--- src/rtl/hex_scan_display.sv ---
// hex_scan_display
//   Time-multiplexed hex driver for common-anode 7-segment banks.
//   One digit is enabled for SCAN_DIV clocks, then the scan moves on.
//   New values wait in a pending buffer and reach the display register
//   only at a frame boundary, so a frame never mixes old and new digits.
//   Optional feature macro: LZ_BLANK_EN (leading-zero blanking).
//
//   load/value: a single-cycle strobe, sampled on every rising edge.
//   There is no back-pressure. A load that lands on the boundary cycle
//   goes straight to the display register. Any other load overwrites the
//   pending buffer.
module hex_scan_display #(
  parameter int DIGITS   = 4,
  parameter int SCAN_DIV = 50000
) (
  input  logic                  clk,
  input  logic                  reset,
  input  logic                  load,
  input  logic [4*DIGITS-1:0]   value,
  output logic [6:0]            HEX_SEG,
  output logic [DIGITS-1:0]     HEX_AN,
  output logic                  frame_tick,
  output logic                  committed
);

  localparam int IW = (DIGITS > 1) ? $clog2(DIGITS) : 1;
  localparam int PW = $clog2(SCAN_DIV);
  localparam logic [PW-1:0] PRE_LAST = PW'(SCAN_DIV - 1);
  localparam logic [IW-1:0] IDX_LAST = IW'(DIGITS - 1);

  logic [PW-1:0]       r_pre;
  logic [IW-1:0]       r_idx;
  logic [4*DIGITS-1:0] r_disp;
  logic [4*DIGITS-1:0] r_pend_v;
  logic                r_pend;

  logic       w_wrap;
  logic       w_boundary;
  logic [3:0] w_nib;
  logic [6:0] w_glyph;
  logic       w_blank;

  assign w_wrap     = (r_pre == PRE_LAST);
  assign w_boundary = w_wrap && (r_idx == IDX_LAST);

  // Prescaler and digit index: the index advances once per SCAN_DIV clocks
  always_ff @(posedge clk) begin
    if (reset) begin
      r_pre <= '0;
      r_idx <= '0;
    end else if (w_wrap) begin
      r_pre <= '0;
      r_idx <= (r_idx == IDX_LAST) ? '0 : r_idx + IW'(1);
    end else begin
      r_pre <= r_pre + PW'(1);
    end
  end

  // Double buffering: loads are parked in pending and committed at the frame boundary
  always_ff @(posedge clk) begin
    if (reset) begin
      r_disp     <= '0;
      r_pend_v   <= '0;
      r_pend     <= 1'b0;
      committed  <= 1'b0;
      frame_tick <= 1'b0;
    end else begin
      committed  <= 1'b0;
      frame_tick <= w_boundary;
      if (w_boundary) begin
        if (load) begin
          r_disp    <= value;
          r_pend    <= 1'b0;
          committed <= 1'b1;
        end else if (r_pend) begin
          r_disp    <= r_pend_v;
          r_pend    <= 1'b0;
          committed <= 1'b1;
        end
      end else if (load) begin
        r_pend_v <= value;
        r_pend   <= 1'b1;
      end
    end
  end

  // Pick the nibble for the digit currently being scanned
  always_comb begin
    w_nib = 4'h0;
    for (int k = 0; k < DIGITS; k++) begin
      if (r_idx == IW'(k)) w_nib = r_disp[k*4 +: 4];
    end
  end

  // Blank digits above the most significant nonzero nibble; digit 0 is never blanked
`ifdef LZ_BLANK_EN
  logic [IW-1:0] w_msnz;
  always_comb begin
    w_msnz = '0;
    for (int k = 0; k < DIGITS; k++) begin
      if (r_disp[k*4 +: 4] != 4'h0) w_msnz = IW'(k);
    end
    w_blank = (r_idx > w_msnz);
  end
`else
  assign w_blank = 1'b0;
`endif

  // Active-low glyph ROM, bit0 = a .. bit6 = g
  always_comb begin
    w_glyph = 7'h7F;
    case (w_nib)
      4'h0: w_glyph = 7'h40;
      4'h1: w_glyph = 7'h79;
      4'h2: w_glyph = 7'h24;
      4'h3: w_glyph = 7'h30;
      4'h4: w_glyph = 7'h19;
      4'h5: w_glyph = 7'h12;
      4'h6: w_glyph = 7'h02;
      4'h7: w_glyph = 7'h78;
      4'h8: w_glyph = 7'h00;
      4'h9: w_glyph = 7'h10;
      4'hA: w_glyph = 7'h08;
      4'hB: w_glyph = 7'h03;
      4'hC: w_glyph = 7'h46;
      4'hD: w_glyph = 7'h21;
      4'hE: w_glyph = 7'h06;
      4'hF: w_glyph = 7'h0E;
      default: w_glyph = 7'h7F;
    endcase
  end

  // Registered pins: the enable and segments follow the index one clock later
  always_ff @(posedge clk) begin
    if (reset) begin
      HEX_SEG <= 7'h7F;
      HEX_AN  <= '1;
    end else begin
      HEX_SEG <= w_blank ? 7'h7F : w_glyph;
      HEX_AN  <= ~(DIGITS'(1) << r_idx);
    end
  end

endmodule
--- config.mk ---
export PLATFORM = sky130hd
export DESIGN_NAME = hex_scan_display
export DESIGN_NICKNAME = d
export VERILOG_FILES = /design/src/rtl/hex_scan_display.sv
export SDC_FILE = /design/constraint.sdc
export NUM_CORES = 1
export LEC_CHECK = 0
export BUFFER_PORTS_ARGS = -buffer_cell sky130_fd_sc_hd__buf_2
export CAP_MARGIN = 20
export CORE_MARGIN = 2
export CORE_UTILIZATION = 45
export CTS_CLUSTER_DIAMETER = 150
export CTS_CLUSTER_SIZE = 25
export DETAILED_ROUTE_END_ITERATION = 6
export PLACE_DENSITY = 0.69
export SKIP_CTS_REPAIR_TIMING = 1
export SYNTH_ARGS = -nofsm -noshare
export SYNTH_HDL_FRONTEND = slang
export SYNTH_SLANG_ARGS = --single-unit
--- constraint.sdc ---
create_clock -name clk -period 3 [get_ports clk]
set_clock_uncertainty 0.15 [all_clocks]
set_input_delay 0.6 -clock clk [delete_from_list [all_inputs] [get_ports clk]]
set_output_delay 0.6 -clock clk [all_outputs]
set_load 0.02 [all_outputs]
# Word-level counts from Yosys, hierarchy flattened
# Memories as Yosys holds them, arrays and structs flattened. A register that Yosys moved wholly into a read port is not among the register bits.
# Index checks and enable logic that the tools add are counted.
totals:
  register_bits: 57
  romBits: 112
  memories: 1
op_classes:
  n_addsub: 2
  eq_ne: 4
  shift: 1
  mux: 9
  bitwise_logic: 2
  n_reduce_logical: 8
mem_list:
  columns: ["memory", "words", "width", "rd", "rd_ports_with_merged_regs", "wr", "line_no", "rtl"]
  rows:
  - ["(no name shown)", 16, 7, 1, 1, 0, "112", "case (w_nib)"]
op_table:
  columns: ["op", "count"]
  rows:
  - ["$mux 16", 2]
  - ["$add 16x1->16 const B", 1]
  - ["$eq 16x16->1 const B", 1]
  - ["$mux 4", 4]
  - ["$reduce_or 2->1", 3]
  - ["$eq 2x2->1 const B", 2]
  - ["$not 4->4", 1]
  - ["$reduce_and 2->1", 2]
  - ["$shl 1x2->4 const A", 1]
  - ["$add 2x1->2 const B", 1]
  - ["$eq 2x1->1 const B", 1]
  - ["$logic_not 2->1", 1]
  - ["$mux 1", 2]
  - ["$mux 2", 1]
  - ["$reduce_bool 2->1", 1]
  - ["$logic_and 1x1->1", 1]
  - ["$not 1->1", 1]

# Depth between registers and ports, before layout
# Gate-level depths: netlist of the first run.
depth:
  word_depth: 5
  depth_mapped: 10
  depth_no_buf: 10

# Worst setup path after synthesis of the first run
# No wires, ideal clock.
synth_timing:
  kind: "reg-to-reg"
  startpoint: "reg r_idx[1]"
  endpoint: "reg HEX_SEG[3]"
  arrival_time_ns: 2.224
  t_required_ns: 2.716
  slack_ns: 0.492
  path_stages_with_launch: 10
  path_buffers: 0
  cell_sequence: "dfxtp_1 inv_1 ha_1 nand3b_1 a221oi_1 inv_1 ha_1 nor2_1 a2111oi_0 a31oi_1"
synth_between:
  elab_chain_cells: 5
  elab_cells_between_ends: 8
  classes_between: "3 x eq/ne; 4 x mux; 1 x reduce/logical"
synth_lines:
  columns: ["item", "line_no", "rtl"]
  rows:
  - ["start: declaration", "32", "logic [IW-1:0] r_idx;"]
  - ["start signal: assignment", "53", "r_idx <= (r_idx == IDX_LAST) ? '0 : r_idx + IW'(1);"]
  - ["$logic_not 2->1", "91", "if (r_idx == IW'(k)) w_nib = r_disp[k*4 +: 4];"]
  - ["$mux 4 (3 in a row)", "91", null]
  - ["$mux 4 *", "91", null]
  - ["end: declaration", "20", "output logic [6:0] HEX_SEG,"]
# Mark *: on every way between the ends. The rest lies on a longest branch, timed or not.
# A chain may end at the register's enable or synchronous reset.

# Final worst setup path of the first run
layout_timing:
  startpoint: "reg r_idx[0]"
  endpoint: "reg HEX_SEG[3]"
# Same word-level chain as after synthesis.

==> reports/metrics.csv, run 1 <==
metric,value,unit
Max Cap Viol,0,
diode count,0,
YS warnings,0,
met1 wire length,2720,um
Worst R2R Start,r_idx[0],
arrival time at the worst endpoint,2670,ps
worst slew pin tran,724,ps
RePlAce Congestion,0.856,
minimum clock period,2610,ps
cell family with most CP delay,compound AO/OA/AOI/OAI gates,
CP startpoint kind,flop,
Unique masters post-synth,43,
P&R area growth vs syn,14.1,%
initial antenna violation count,0,
Synth top area share,43.6,%
Levels on crit path,10,
DIE WIDTH,84.8,um
Avg WL per Cell,12.9,um
"Seq/Total Area, Yosys",43.6,%
list of most frequent post-synthesis cells,"64 x dfxtp_1, 44 x nand2_1, 44 x nor2_1",
Lkg Pwr,1.28,nW
Die Ht,84.8,um
number of synthesized register bits,64,
Crit Path Class,flop to flop,
worst-path cell chain,"inv_1, ha_1, or3b_2, o21ai_0, a31oi_2, inv_1, ha_1, nor2_1, a2111oi_0, a31oi_1",
worst rel slew slack,51.7,%
fillcell total,589,
Initial DRT Pass Iterations,4,
Crit Path Max Fanout,7,
met2 WL,2500,um
Synth Net Count,351,
GRT Util Overall,17.0,%
cell count after synthesis,321,
Core Region,0.00635,mm2
clock root cell,clkbuf_8,
Residual DRC,0,
PwrDens,511,mW/mm2
R2R setup slack,390,ps
"EDFF count, synth",0,
H-tree depth,3,
status,completed,
first-pass GRT wire length,9790,um
largest net degree at the start of global routing,33,
CTS tree,yes,
"top cells by area, synth","dfxtp_1 44%, mux2i_1 6.1%, a211oi_2 6.0%",
die area,0.00719,mm2
"Reg clk slew, reported paths",70,ps
DR vias/cell,5.15,
fin crit share,87.0,%
Final Hold Viols,0,
DR vias,2231,
Hold Path Class,flop to flop,
synthesized area per cell,9.16,um2
Final Slew Violations,0,
Critical path destination,HEX_SEG[3],
RSZ-0062 raised after global routing,false,
final count of negative-setup-slack endpoints,0,
Critical path buffers and inverters,2,
"slowest stage delay, CP",390,ps
Fin Hold WS,306,ps
clk sink count,64,
Rows,29,
Reg area,0.00128,mm2
top sig layer,met4,
WP data required,3060,ps
Max VDD drop,288,uV
R2R Path End,HEX_SEG[3],
Initial Utilization,46.3,%
vias in the first global route,2107,
later-pin clock latency in the skew report,340,ps
metal3 WL,294,um
total CTS buffers,9,
WL final,5600,um
crit path from,r_idx[0],
Final nets,381,
Worst path slowest cell,dfxtp_1,
Multi-input gate area,0.00155,mm2
Detail Route Antenna Nets,0,
R2R depth,10,
Synth area leader,dfxtp_1,
final setup TNS,0,ps
1st-iter DRT viols,48,
fmax,383,MHz
layout cells sized above 1,21.3,%
GRT overflow,0,
Synth Flop Type,dfxtp_1,
CTS Buffer Depth,2,
IO Pins,32,
Post-Synthesis Cell Area,0.00294,mm2
most frequent cell after synthesis,dfxtp_1,
hpwl dp,3840,um
IO buf count,31,
CP Capture Type,flop,
"Async S/R FF share, synth",0,%
## per-stage QoR
| stage | cell area (um2) | worst slack [ps] | utilization [%] | cells | power (mW) |
|---|---|---|---|---|---|
| final | 3350 | 390 | 52.8 | 433 | 1.71 |
| after global placement | 3150 | 412 | 49.6 | 417 | 0.998 |
| after floorplan | 2940 | 492 | - | 321 | 0.968 |
| after global routing | 3350 | 142 | 52.8 | 433 | 1.79 |
| after detailed placement | 3150 | 304 | 49.6 | 417 | 1.00 |
| after CTS | 3340 | 299 | 52.7 | 433 | 1.74 |
## sequential cells by signal, indices dropped and copies added, names as in the netlist
name        count
r_pend_v       16
frame_tick      1
HEX_AN          4
HEX_SEG         7
r_idx           2
r_pend          1
r_disp         16
r_pre          16
committed       1
## where the power goes
part           internal (mW)  total (mW)  switching, mW
combinational         0.0380       0.100         0.0620
clock                  0.405       0.733          0.328
sequential             0.871       0.880        0.00953
## worst min path at each step
stage	slack, ps	cells after the start	end	from
after CTS	310	2	r_pend_v[6]	r_pend_v[6]
after floorplan	280	1	r_pre[0]	r_pre[0]
after detailed placement	300	2	r_pend_v[0]	r_pend_v[0]
after global placement	290	2	r_pend_v[6]	r_pend_v[6]
after global routing	320	2	r_pend_v[12]	r_pend_v[12]
final	310	2	r_pend_v[13]	r_pend_v[13]
## worst min-delay path: cells and delay by family (launching register included)
kind | cells | cell delay, ps
DFF | 1 | 310
and+or+nand+nor | 1 | 50
AOI/OAI and AO/OA | 1 | 50
## cell usage in the layout, fill, tap and decap left out, types with 2 or more instances in the layout
master	synthesis	layout
a211oi_1	3	3
a211oi_2	14	14
a21oi_1	21	21
a311o_1	2	2
a311oi_1	2	2
a31oi_1	4	3
and3_1	2	2
and4bb_2	2	2
buf_2	5	31
buf_4	3	5
clkbuf_8	0	10
clkinv_2	0	2
dfxtp_1	64	64
ha_1	11	10
inv_1	10	10
mux2i_1	18	18
nand2_1	44	44
nand2b_1	6	6
nand3_1	4	4
nand3b_1	4	4
nand4_1	4	4
nor2_1	44	44
nor2b_1	2	2
nor3_1	4	4
nor3b_1	3	3
o21ai_0	6	6
or3_1	2	2
xnor2_1	6	6
xor2_1	7	7
## final cells by class
cell class / count / area share, %
inverter: 10 / 1.12
timing repair buffer: 36 / 5.75
clock inverter: 5 / 1.68
multi-input combinational: 230 / 46.2
sequential: 64 / 38.2
tap: 77 / 2.87
clock buffer: 11 / 4.22
## cell families (layout without fill, tap and decap cells)
| family | count (synthesis) | after routing | share of synthesized area (%) |
|---|---|---|---|
| AO/OA/AOI/OAI | 59 | 59 | 15.8 |
| XOR/XNOR | 13 | 13 | 3.87 |
| adder cells (fa/ha/maj) | 11 | 11 | 4.68 |
| buffers and inverters | 27 | 62 | 4.04 |
| flip-flops | 64 | 64 | 43.6 |
| multiplexers | 18 | 18 | 6.13 |
| AND/OR/NAND/NOR | 129 | 129 | 21.9 |
## per-layer routing
metal	vias up	GRT usage [%]
met5	-	0
met4	0	6.93
met3	9	5.16
met2	48	26.2
met1	1005	22.3
li1	1169	-
Power figures use the tool's default switching activity.
==> run 2: changes to the inputs <==
- MAX_ROUTING_LAYER: default -> met4
- clock period: 3 -> 3.4 ns (I/O delays scaled with it)
==> reports/metrics.csv, run 2 (synthesized netlist as in run 1, its figures left out) <==
metric,value,unit,change
status,completed,,
PwrDens,463,mW/mm2,-9.3%
clock root cell,clkbuf_8,,
arrival time at the worst endpoint,2820,ps,+150 ps
CTS tree,yes,,
GRT Util Overall,16.9,%,-0.13 points
initial antenna violation count,0,,unchanged
Reg area,0.00128,mm2,unchanged
"slowest stage delay, CP",410,ps,+20 ps
Worst path slowest cell,a31oi_1,,
Residual DRC,0,,unchanged
IO Pins,32,,unchanged
layout cells sized above 1,20.6,%,-0.73 points
final count of negative-setup-slack endpoints,0,,unchanged
Avg WL per Cell,12.5,um,-3.0%
later-pin clock latency in the skew report,340,ps,about the same
fin util,52.7,%,-0.079 points
fmax,362,MHz,-5.4%
Initial DRT Pass Iterations,4,,unchanged
Worst Hold Launch,r_pend_v[0],,
Detail Route Antenna Nets,0,,unchanged
Initial Utilization,46.3,%,unchanged
Crit Path Class,flop to flop,,
RSZ-0062 raised after global routing,false,,
die area,0.00719,mm2,unchanged
R2R Path End,HEX_SEG[3],,
DIE WIDTH,84.8,um,unchanged
biggest regs,"r_disp x16, r_pend_v x16, r_pre x16",,
Max Cap Viol,0,,unchanged
diode count,0,,unchanged
fin crit share,81.2,%,-5.9 points
Lkg Pwr,1.28,nW,+0.15%
clk sink count,64,,unchanged
DR vias/cell,5.15,,about the same
Final Hold Viols,0,,unchanged
GRT overflow,0,,unchanged
worst-path cell chain,"ha_1, inv_1, o21ai_0, a31oi_1, inv_1, ha_1, nor2_1, a2111oi_0, a31oi_1",,
worst slew pin tran,770,ps,+46.2 ps
Seq pwr share,50.1,%,-1.3 points
Switching Share,22.7,%,-0.64 points
Core Region,0.00635,mm2,unchanged
largest net degree at the start of global routing,33,,unchanged
Max VDD drop,331,uV,+15%
final setup TNS,0,ps,unchanged
Multi-input gate area,0.00154,mm2,-0.57%
most frequent cells in the layout,"64 x dfxtp_1, 44 x nor2_1, 44 x nand2_1",,
WP data required,3460,ps,+400 ps
CP Capture Type,flop,,
P_int,1.20,mW,-8.7%
Rows,29,,unchanged
switching power,352,uW,-12%
Fin Hold WS,304,ps,-1.43 ps
DP Cell Count,415,,-0.48%
CTS Buffer Depth,2,,unchanged
hold worst-path end,r_pend_v[0],,
Worst R2R Start,r_idx[0],,
"most common cell after layout, fill and taps aside",dfxtp_1,,
Crit Path Max Fanout,12,,+5
R2R setup slack,640,ps,+250 ps
WL final,5400,um,-3.5%
Clock Power Share,44.3,%,+1.5 points
Final nets,379,,-0.52%
CP startpoint kind,flop,,
total CTS buffers,9,,unchanged
Die Ht,84.8,um,unchanged
Final Slew Violations,0,,unchanged
first-pass GRT wire length,9400,um,-4.0%
RePlAce Congestion,0.922,,+7.8%
DR vias,2219,,-0.54%
R2R depth,9,,-1
hpwl dp,3720,um,-3.0%
1st-iter DRT viols,70,,+46%
Hold Path Class,flop to flop,,
minimum clock period,2760,ps,+149 ps
H-tree depth,3,,unchanged
Finished Layout Cells,431,,-0.46%
worst rel slew slack,48.3,%,-3.4 points
vias in the first global route,2042,,-3.1%
"Reg clk slew, reported paths",70,ps,about the same
Comb power frac,5.6,%,-0.2 points
fillcell total,583,,-1.0%
cell family with most CP delay,compound AO/OA/AOI/OAI gates,,
WHS Path Cells,2,,unchanged
Critical path buffers and inverters,2,,unchanged
IO buf count,31,,unchanged
P&R area growth vs syn,13.9,%,
run 2: final cells by class:
| class | instances | area share (%) |
|---|---|---|
| Multi-Input combinational cell | 230 | 46.0 |
| Clock inverter | 4 | 1.53 |
| Timing Repair Buffer | 34 | 5.31 |
| Sequential cell | 64 | 38.3 |
| Clock buffer | 12 | 4.93 |
| Tap cell | 77 | 2.88 |
| Inverter | 10 | 1.12 |
run 2: worst max-delay path by stage:
stage	from	endpoint	slack (ps)	cells after the start
finish	r_idx[0]	HEX_SEG[3]	640	9
global route	r_idx[0]	HEX_SEG[3]	380	9
CTS	r_idx[0]	HEX_SEG[3]	670	9
detailed placement	r_idx[0]	HEX_SEG[3]	710	9
global placement	r_idx[0]	HEX_SEG[3]	820	9
floorplan	r_idx[1]	HEX_SEG[3]	890	9
run 2: routing by layer:
layer | track usage [%] | vias up | share of wire [%]
li1 | - | 1164 | -
met1 | 22.0 | 1000 | 52
met2 | 24.3 | 46 | 42
met3 | 6.52 | 9 | 4.5
met4 | 5.19 | 0 | 1.6
met5 | - | - | 0
run 2: power groups by stage:
stage	clock network, mW	registers (mW)	logic [mW]
2_1_floorplan	0	0.798	0.0558
3_3_place_gp	0	0.793	0.0871
3_5_place_dp	0	0.794	0.0880
4_1_cts	0.709	0.777	0.0887
5_1_grt	0.738	0.779	0.0983
6_report	0.688	0.777	0.0869
run 2: metrics by stage:
| stage | total power, mW | cell area [um2] | setup slack (ps) |
|---|---|---|---|
| final | 1.55 | 3350 | 641 |
| after global routing | 1.61 | 3350 | 380 |
| after CTS | 1.57 | 3350 | 673 |
| after detailed placement | 0.882 | 3130 | 711 |
| after global placement | 0.880 | 3130 | 821 |
| after floorplan | 0.854 | 2940 | 892 |
run 2: worst register-to-register path, delay by kind of cell, from the launching register on:
| kind | cells | cell delay [ps] |
|---|---|---|
| compound gates | 4 | 970 |
| fa+ha+maj | 2 | 670 |
| buf+inv | 2 | 440 |
| flops | 1 | 340 |
| simple gates | 1 | 50 |
